[src/rtl/mul_div_unit_pkg.sv]
// Shared op codes, FSM state encoding and op decode helpers for the iterative multiply/divide unit.
package mul_div_unit_pkg;

  localparam logic [1:0] MD_OP_MULU = 2'd0;
  localparam logic [1:0] MD_OP_MULS = 2'd1;
  localparam logic [1:0] MD_OP_DIVU = 2'd2;
  localparam logic [1:0] MD_OP_DIVS = 2'd3;

  typedef enum logic [2:0] {
    IDLE = 3'd0,
    PREP = 3'd1,
    RUN  = 3'd2,
    FIX  = 3'd3,
    DONE = 3'd4
  } md_state_t;

  function automatic logic op_is_div(input logic [1:0] op);
    return op[1];
  endfunction

  function automatic logic op_is_signed(input logic [1:0] op);
    return op[0];
  endfunction

endpackage

[src/rtl/mul_div_step.sv]
// One radix-2 iteration: shift-right-add for multiply, restoring shift-left-subtract for divide.
module mul_div_step #(
  parameter int WIDTH = 32
) (
  input  logic [WIDTH-1:0] acc_i,
  input  logic [WIDTH-1:0] opr_i,
  input  logic [WIDTH-1:0] dvs_i,
  input  logic             is_div_i,
  output logic [WIDTH-1:0] acc_o,
  output logic [WIDTH-1:0] opr_o
);

  logic [WIDTH:0]   sum;
  logic [WIDTH:0]   shl;
  logic [WIDTH+1:0] diff;

  always_comb begin
    sum = {1'b0, acc_i};
    if (opr_i[0]) sum = {1'b0, acc_i} + {1'b0, dvs_i};
    // Partial remainder needs WIDTH+1 bits before the subtract; diff MSB is the borrow.
    shl  = {acc_i, opr_i[WIDTH-1]};
    diff = {1'b0, shl} - {2'b00, dvs_i};
    if (is_div_i) begin
      acc_o = diff[WIDTH+1] ? shl[WIDTH-1:0] : diff[WIDTH-1:0];
      opr_o = {opr_i[WIDTH-2:0], ~diff[WIDTH+1]};
    end else begin
      acc_o = sum[WIDTH:1];
      opr_o = {sum[0], opr_i[WIDTH-1:1]};
    end
  end

endmodule

[src/rtl/mul_div_unit.sv]
// Iterative radix-2 multiply/divide (MULU/MULS/DIVU/DIVS) with start/done handshake and kill.
// Optional MULDIV_EARLY_TERM_EN: multiply exits RUN once the remaining multiplier bits are zero.
`ifndef WORD_LENGTH
`define WORD_LENGTH 32
`endif
module mul_div_unit
  import mul_div_unit_pkg::*;
#(
  parameter  int WIDTH = `WORD_LENGTH,
  localparam int CNT_W = $clog2(WIDTH) + 1
) (
  input  logic             clk,
  input  logic             rst,
  input  logic             start,
  input  logic             kill,
  input  logic [1:0]       op,
  input  logic [WIDTH-1:0] a,
  input  logic [WIDTH-1:0] b,
  output logic             busy,
  output logic             done,
  output logic [WIDTH-1:0] res_hi,
  output logic [WIDTH-1:0] res_lo,
  output logic             err
);

  localparam logic [WIDTH-1:0] MIN_VAL  = {1'b1, {(WIDTH-1){1'b0}}};
  localparam logic [CNT_W-1:0] CNT_INIT = CNT_W'(WIDTH);
  localparam logic [CNT_W-1:0] CNT_ONE  = CNT_W'(1);

  md_state_t        state_q, state_d;
  logic [WIDTH-1:0] acc_q, acc_d;
  logic [WIDTH-1:0] opr_q, opr_d;
  logic [WIDTH-1:0] mcd_q, mcd_d;
  logic [1:0]       op_q, op_d;
  logic             neg_q, neg_d;
  logic             rneg_q, rneg_d;
  logic [CNT_W-1:0] cnt_q, cnt_d;
  logic [WIDTH-1:0] res_hi_q, res_hi_d;
  logic [WIDTH-1:0] res_lo_q, res_lo_d;
  logic             err_q, err_d;

  logic             div_zero, div_ovf, special;
  logic             sgn_op, early_exit;
  logic [WIDTH-1:0] a_mag, b_mag, step_acc, step_opr, quo_fix, rem_fix;
  logic [2*WIDTH-1:0] prod_fix;

  assign div_zero = op_is_div(op) && (b == '0);
  assign div_ovf  = (op == MD_OP_DIVS) && (a == MIN_VAL) && (b == '1);
  assign special  = div_zero || div_ovf;

  assign sgn_op   = op_is_signed(op_q);
  assign a_mag    = (sgn_op && opr_q[WIDTH-1]) ? -opr_q : opr_q;
  assign b_mag    = (sgn_op && mcd_q[WIDTH-1]) ? -mcd_q : mcd_q;
  assign prod_fix = neg_q ? -{acc_q, opr_q} : {acc_q, opr_q};
  assign quo_fix  = neg_q ? -opr_q : opr_q;
  assign rem_fix  = rneg_q ? -acc_q : acc_q;

  mul_div_step #(.WIDTH(WIDTH)) u_step (
    .acc_i    (acc_q),
    .opr_i    (opr_q),
    .dvs_i    (mcd_q),
    .is_div_i (op_is_div(op_q)),
    .acc_o    (step_acc),
    .opr_o    (step_opr)
  );

`ifdef MULDIV_EARLY_TERM_EN
  logic [WIDTH-1:0]   rem_mask;
  logic [2*WIDTH-1:0] aligned;
  // Remaining shifts are folded into the exiting step so multiplier 0/1 finishes in 4 cycles.
  assign rem_mask   = ~({WIDTH{1'b1}} << (cnt_q - CNT_ONE));
  assign early_exit = (state_q == RUN) && !op_is_div(op_q) && (((opr_q >> 1) & rem_mask) == '0);
  assign aligned    = {step_acc, step_opr} >> (cnt_q - CNT_ONE);
`else
  assign early_exit = 1'b0;
`endif

  always_ff @(posedge clk or posedge rst) begin
    if (rst) state_q <= IDLE;
    else     state_q <= state_d;
  end

  always_comb begin
    state_d = state_q;
    if (kill) begin
      state_d = IDLE;
    end else begin
      case (state_q)
        IDLE:    if (start) state_d = special ? DONE : PREP;
        PREP:    state_d = RUN;
        RUN:     if ((cnt_q == CNT_ONE) || early_exit) state_d = FIX;
        FIX:     state_d = DONE;
        DONE:    state_d = IDLE;
        default: state_d = IDLE;
      endcase
    end
  end

  always_comb begin
    busy = (state_q == PREP) || (state_q == RUN) || (state_q == FIX);
    done = (state_q == DONE);
  end

  always_comb begin
    acc_d    = acc_q;
    opr_d    = opr_q;
    mcd_d    = mcd_q;
    op_d     = op_q;
    neg_d    = neg_q;
    rneg_d   = rneg_q;
    cnt_d    = cnt_q;
    res_hi_d = res_hi_q;
    res_lo_d = res_lo_q;
    err_d    = err_q;
    case (state_q)
      IDLE: if (start && !kill) begin
        op_d  = op;
        opr_d = a;
        mcd_d = b;
        if (div_zero) begin
          res_hi_d = a;
          res_lo_d = '1;
          err_d    = 1'b1;
        end else if (div_ovf) begin
          res_hi_d = '0;
          res_lo_d = MIN_VAL;
          err_d    = 1'b1;
        end
      end
      PREP: begin
        acc_d  = '0;
        cnt_d  = CNT_INIT;
        neg_d  = sgn_op && (opr_q[WIDTH-1] ^ mcd_q[WIDTH-1]);
        rneg_d = sgn_op && opr_q[WIDTH-1];
        // Divide keeps dividend in opr; multiply puts the multiplier there.
        opr_d  = op_is_div(op_q) ? a_mag : b_mag;
        mcd_d  = op_is_div(op_q) ? b_mag : a_mag;
      end
      RUN: begin
        acc_d = step_acc;
        opr_d = step_opr;
        cnt_d = cnt_q - CNT_ONE;
`ifdef MULDIV_EARLY_TERM_EN
        if (early_exit) {acc_d, opr_d} = aligned;
`endif
      end
      FIX: if (!kill) begin
        err_d = 1'b0;
        if (op_is_div(op_q)) begin
          res_hi_d = rem_fix;
          res_lo_d = quo_fix;
        end else begin
          res_hi_d = prod_fix[2*WIDTH-1:WIDTH];
          res_lo_d = prod_fix[WIDTH-1:0];
        end
      end
      default: ;
    endcase
  end

  always_ff @(posedge clk or posedge rst) begin
    if (rst) begin
      acc_q    <= '0;
      opr_q    <= '0;
      mcd_q    <= '0;
      op_q     <= MD_OP_MULU;
      neg_q    <= 1'b0;
      rneg_q   <= 1'b0;
      cnt_q    <= '0;
      res_hi_q <= '0;
      res_lo_q <= '0;
      err_q    <= 1'b0;
    end else begin
      acc_q    <= acc_d;
      opr_q    <= opr_d;
      mcd_q    <= mcd_d;
      op_q     <= op_d;
      neg_q    <= neg_d;
      rneg_q   <= rneg_d;
      cnt_q    <= cnt_d;
      res_hi_q <= res_hi_d;
      res_lo_q <= res_lo_d;
      err_q    <= err_d;
    end
  end

  assign res_hi = res_hi_q;
  assign res_lo = res_lo_q;
  assign err    = err_q;

endmodule

[config.mk]
export PLATFORM = sky130hd
export DESIGN_NAME = mul_div_unit
export DESIGN_NICKNAME = d
export VERILOG_FILES = /design/src/rtl/mul_div_unit_pkg.sv /design/src/rtl/mul_div_step.sv /design/src/rtl/mul_div_unit.sv
export SDC_FILE = /design/constraint.sdc
export NUM_CORES = 1
export LEC_CHECK = 0
export CELL_PAD_IN_SITES_DETAIL_PLACEMENT = 0
export CELL_PAD_IN_SITES_GLOBAL_PLACEMENT = 1
export CORE_MARGIN = 4
export CORE_UTILIZATION = 45
export DETAILED_ROUTE_END_ITERATION = 10
export PLACE_DENSITY_LB_ADDON = 0.1
export REMOVE_ABC_BUFFERS = 1
export SETUP_SLACK_MARGIN = 0.4
export SLEW_MARGIN = 40
export SYNTH_ARGS = -nofsm -noshare
export SYNTH_HDL_FRONTEND = slang
export SYNTH_SLANG_ARGS = --single-unit
export TNS_END_PERCENT = 10
[constraint.sdc]
create_clock -name clk -period 18.35 [get_ports clk]
set_input_delay 3.67 -clock clk [delete_from_list [all_inputs] [get_ports clk]]
set_output_delay 3.67 -clock clk [all_outputs]
set_load 0.05 [all_outputs]
---- Yosys cells after proc, flatten, opt, wreduce, memory -nomap -nowiden ----
Cells that the tools add are included.
word-level totals
  flip-flop bits (word level) ............. 174
  logic and storage cells ................. 94
  output and inout bits ................... 67
cells by class
  reduce and logical (&&, ||, !) cells .... 22
  multiplexer cells ....................... 39
  bitwise logic cells ..................... 2
  equal/unequal tests ..................... 13
  add/subtract/negate cells ............... 7
operators by type and width
  operator                number
  $mux W32                21
  $pmux W32 S2            4
  $neg A32 Y32            3
  $pmux W32 S3            1
  $eq A32 B32 Y1 const B  2
  $mux W64                1
  $neg A64 Y64            1
  $sub A33 B32 Y34        1
  $add A32 B32 Y33        1
  $mux W33                1
  $logic_not A32 Y1       1
  $mux W3                 4
  $pmux W3 S4             1
  $pmux W6 S2             1
  $ne A3 B3 Y1 const B    3
  $reduce_and A2 Y1       4
  $logic_and A1 B1 Y1     7
  $eq A3 B2 Y1 const B    2
  $eq A6 B1 Y1 const B    1
  $reduce_bool A2 Y1      3
  $sub A6 B1 Y6 const B   1
  $mux W1                 4
  $ne A2 B2 Y1 const B    2
  $reduce_and A4 Y1       1
  other kinds (10)        12

---- Logic depth before layout (Yosys ltp) ----
  depth after elaboration ................. 8
  depth in mapped cells ................... 14
  depth with buffers taken out ............ 13

---- Modules after synthesis ----
From an unflattened synthesis, not the netlist that was laid out.
second synthesis, totals
  cells, all modules ...................... 2,090
  area, all modules ....................... 16,397.0 um^2
modules (own cells, without submodules)
  module        sequential area each (um^2)  area an instance (um^2)  cells each  times used
  mul_div_unit  4,354.2                      11,355.9                 1,350       1
  mul_div_step  0.0                          5,041.1                  740         1

---- Worst setup path after synthesis ----
Ideal clock, no wire load.
  path type ............................... input -> register
  start point ............................. input a[25]
  end point ............................... register res_hi_q[23], in the netlist res_hi[23]
  required time ........................... 18.224 ns
  arrival time ............................ 6.170 ns
  setup time .............................. 0.126 ns
  cell stages on the path ................. 11
  buffers on the path ..................... 2
  setup slack ............................. 12.054 ns
  cell sequence ........................... or4b_1 > nor4_1 > nand4_1 > or4_1 > o41ai_2 > nand3_1 > a211o_1 > buf_6 > buf_6 > a221oi_1 > nor2_1
on the way
  longest elaborated chain between the ends .. 5
ends and longest elaborated chain
  what                                line                 source
  start: declaration                  mul_div_unit.sv:17   input logic [WIDTH-1:0] a,
  $eq A32 B32 Y1                      mul_div_unit.sv:48   assign div_ovf = (op == MD_OP_DIVS) && (a == MIN_VAL) && (b == '1);
  $logic_and A1 B1 Y1 (2 in a row)    mul_div_unit.sv:48
  $ne A3 B3 Y1 (no source line)       -
  $reduce_and A4 Y1 (no source line)  -
  end signal: assignment              mul_div_unit.sv:181  res_hi_q <= res_hi_d;
  end: declaration                    mul_div_unit.sv:38   logic [WIDTH-1:0] res_hi_q, res_hi_d;
No other way between the ends.
A chain may end at the register's enable or synchronous reset.

---- Worst setup path in the final report ----
  start point ............................. input b[31]
  end point ............................... register res_hi_q[22], in the netlist res_hi[22]
on the way
  longest elaborated chain between the ends .. 5
  elaborated cells between the ends (all ways) .. 9
  those cells by class .................... eq/ne (2); mux (3); reduce/logical (4)
ends and longest elaborated chain
  what                 line                 source
  start: declaration   mul_div_unit.sv:18   input logic [WIDTH-1:0] b,
  $logic_not A32 Y1    mul_div_unit.sv:47   assign div_zero = op_is_div(op) && (b == '0);
  $logic_and A1 B1 Y1  mul_div_unit.sv:47
  $mux W32             mul_div_unit.sv:120  if (div_zero) begin
  $mux W32             mul_div_unit.sv:116  IDLE: if (start && !kill) begin
  $pmux W32 S2         mul_div_unit.sv:115  case (state_q)
Several ways; a longest one is shown, not always the timed one. The select of a mux whose other input is x is not followed.

==> run_results.csv <==
group,metric,value,unit
drt,routedWlPerCell,24.3,µm
drt,drt-initial-drc-count,1695,
critical_path,arrival,8.17,ns
drt,ant_nets,0,
final_layout,multi_input_area,0.0107,mm²
sta,hold_viol,0,
sta,setup_viol,0,
clock_tree,hold_buffers,0,
drt,drc,0,
global_routing,grtUsageTotal,0.311,
final_layout,nets,2225,
drt,vias_per_cell,6.36,
final_layout,layout-drive-gt1-share,0.0467,
global_routing,busiest_layer,"met2",
final_layout,regArea,0.00436,mm²
logic_synthesis,yosysWarnings,0,
final_layout,areaGrowthSynthToFinish,13.7,%
sta,finalWorstSetupSlack,10.52,ns
sta,slew_headroom,0.436,
global_routing,grt_pass1_wl,93400,µm
clock_tree,cts_sinks,174,
place,dpl_worst_slack,10.14,ns
worst_hold_path,min_to,"res_lo[14]",
drt,totalWireLength,62000,µm
place,io_buffers,136,
logic_synthesis,ys_ff_latch,174,
final_layout,final_common_cell,"nand2_1",
floorplan,coreArea,0.0346,mm²
logic_synthesis,post-synth-top-area-fraction,0.275,
worst_hold_path,holdCritStartpoint,"res_lo[14]",
sta,period_share,0.426,
floorplan,io_pins,137,
floorplan,start_util,0.458,
floorplan,dieHeight,196,µm
clock_tree,clock_path_buffers,2,
worst_hold_path,hold-path-cell-count,2,
clock_tree,cts-root-buf,"clkbuf_16",
critical_path,start_kind,"primary input",
logic_synthesis,synth.avg_cell_area,7.66,µm²
clock_tree,clock_latency,0.45,ns
logic_synthesis,yosysTopAreaCell,"dfrtp_1",
sta,fmax,128,MHz
floorplan,die_w,196,µm
worst_hold_path,min_path_type,"reg2reg",
logic_synthesis,synthesis.area,0.0158,mm²
logic_synthesis,ys_seq_area_frac,0.275,
sta,drv_slew,0,
logic_synthesis,synthTopCellsByArea,"dfrtp_1 27%, xnor2_1 6.1%, o21ai_0 5.9%",
global_routing,grtUsageMet2,0.487,
logic_synthesis,synth_flop_cell,"dfrtp_1",
floorplan,row_count,68,
sta,rsz0062_at_grt,"no",
critical_path,path_max_fanout,62,
critical_path,crit_required,18.70,ns
power,p_leak,7.34,nW
clock_tree,cts_buffers,17,
clock_tree,clk_transition_reported_paths,0.07,ns
clock_tree,cts_resized,0,
final_layout,diodes,0,
final_layout,n_fill_cell,3414,
critical_path,r2r_end,"res_hi[18]",
critical_path,reg2reg_depth,12,
clock_tree,cts_max_level,4,
global_routing,grt_pass1_vias,15215,
clock_tree,tritoncts,"done",
logic_synthesis,synthDistinctLibCells,76,
clock_tree,postCtsSetupRepairBufs,0,
final_layout,final_cell_mix,"247 x nand2_1, 207 x nor2_1, 186 x o21ai_0",
critical_path,path_class,"in2reg",
sta,tightestPinTransition,0.838,ns
logic_synthesis,synth-edff-count,0,
critical_path,reg2reg_from,"opr_q[0]",
drt,dr_total_vias,16235,
power,power.density,181,mW/mm²
power,max-vdd-ir-drop,0.000154,V
sta,fin_skew,0.0167,ns
floorplan,die_area,0.0383,mm²
logic_synthesis,postSynthCellCount,2067,
global_routing,grt_max_degree,104,
job,cap_violations,0,
global_routing,met3_usage,0.0405,
outcome,outcome,"complete, no violations",
sta,period_needed,7.83,ns
sta,finalSetupTns,0,ns
drt,first_pass_iters,6,
critical_path,r2r_slack,14.26,ns
logic_synthesis,synthArstFlopShare,1.00,
critical_path,critical_path.endpoint_type,"flip-flop",
place,place_congestion,0.955,
global_routing,overflow,0,
global_routing,grt.met1_usage,0.439,
global_routing,antenna_found_initial,0,
place,hpwl,46300,µm
## critical path: stages
cell             delay (ns)
clkdlybuf4s50_1        0.59
or4b_1                 0.58
nor4_1                 0.31
nand4_1                0.12
or4_1                  0.46
o41ai_2                0.41
nand3_1                0.15
a211o_4                0.58
clkinv_1               0.38
buf_4                  0.35
nand2_1                0.29
o211ai_1               0.27
## area by class of cell
class | count | area share
multi-input cells | 1669 | 0.593
flip-flops and latches | 174 | 0.242
repair buffers | 163 | 0.0871
well taps | 455 | 0.0316
clock buffers | 19 | 0.0246
inverters | 59 | 0.0130
clock inverters | 13 | 0.00855
## power by group
group          leakage, nW  total [mW]  switching [mW]  internal [mW]
Clock                0.285       0.387           0.180          0.208
Combinational         4.86        2.07            1.26          0.809
Sequential            2.19       0.795           0.286          0.508
## synth_stat cells, types with 7 or more instances
cell      instances
a211o_1           7
a211oi_1         27
a21o_1           31
a21oi_1         164
a221oi_1         31
a222oi_1          7
a22o_1           15
a31oi_1          32
a32o_1            9
and2_1           14
buf_1            13
buf_2            10
clkbuf_1        138
dfrtp_1         174
ha_1             69
inv_1            57
mux2i_1          65
nand2_1         248
nand2b_1         16
nand3_1          34
nand4_1          24
nor2_1          212
nor3_1           29
nor4_1           30
o211ai_1         47
o21a_1           13
o21ai_0         186
o221ai_1         13
o22ai_1           9
o31ai_1          17
o41ai_1          11
or3_1            20
or4_1            11
xnor2_1         111
xor2_1           63
## per-layer routing
| layer | part of all wire | up-vias | wire, µm |
|---|---|---|---|
| li1 | - | 7563 | - |
| met1 | 0.44 | 7780 | 27100 |
| met4 | 0.044 | 0 | 2720 |
| met5 | 0 | - | 0 |
| met3 | 0.070 | 144 | 4360 |
| met2 | 0.45 | 748 | 27700 |
## per-stage QoR
step / instances / power, mW / util / cell area, µm² / hold WS [ns]
2_1_floorplan: 1902 / 2.21 / - / 15200 / 0.446
3_3_place_gp: 2520 / 2.80 / 0.502 / 17400 / 0.459
3_5_place_dp: 2520 / 2.82 / 0.502 / 17400 / 0.465
4_1_cts: 2552 / 3.22 / 0.520 / 18000 / 0.481
5_1_grt: 2552 / 3.48 / 0.520 / 18000 / 0.493
6_report: 2552 / 3.25 / 0.520 / 18000 / 0.476
## registers in the layout, indices dropped and copies added, names as in the netlist
name	count
err	1
state_q	3
rneg_q	1
acc_q	32
res_hi	32
mcd_q	32
res_lo	32
op_q	2
opr_q	32
cnt_q	6
neg_q	1
## cell families after synthesis
family,Yosys count,synth area share
compound gates,667,0.272
xor+xnor,174,0.0962
fa+ha+maj,71,0.0570
buf+inv,224,0.0554
flops,174,0.275
mux,71,0.0453
simple gates,686,0.200
## how the worst max path moves through the flow
stage	startpoint	to	slack [ns]	cells after the start
2_1_floorplan	rst	acc_q[0]	9.96	1
3_3_place_gp	b[31]	res_hi[8]	10.27	12
3_5_place_dp	b[31]	res_hi[4]	10.14	12
4_1_cts	b[31]	res_hi[24]	10.59	12
5_1_grt	b[31]	res_hi[22]	10.37	12
6_report	b[31]	res_hi[22]	10.52	12
No activity file was read; power rests on OpenSTA's default activity.
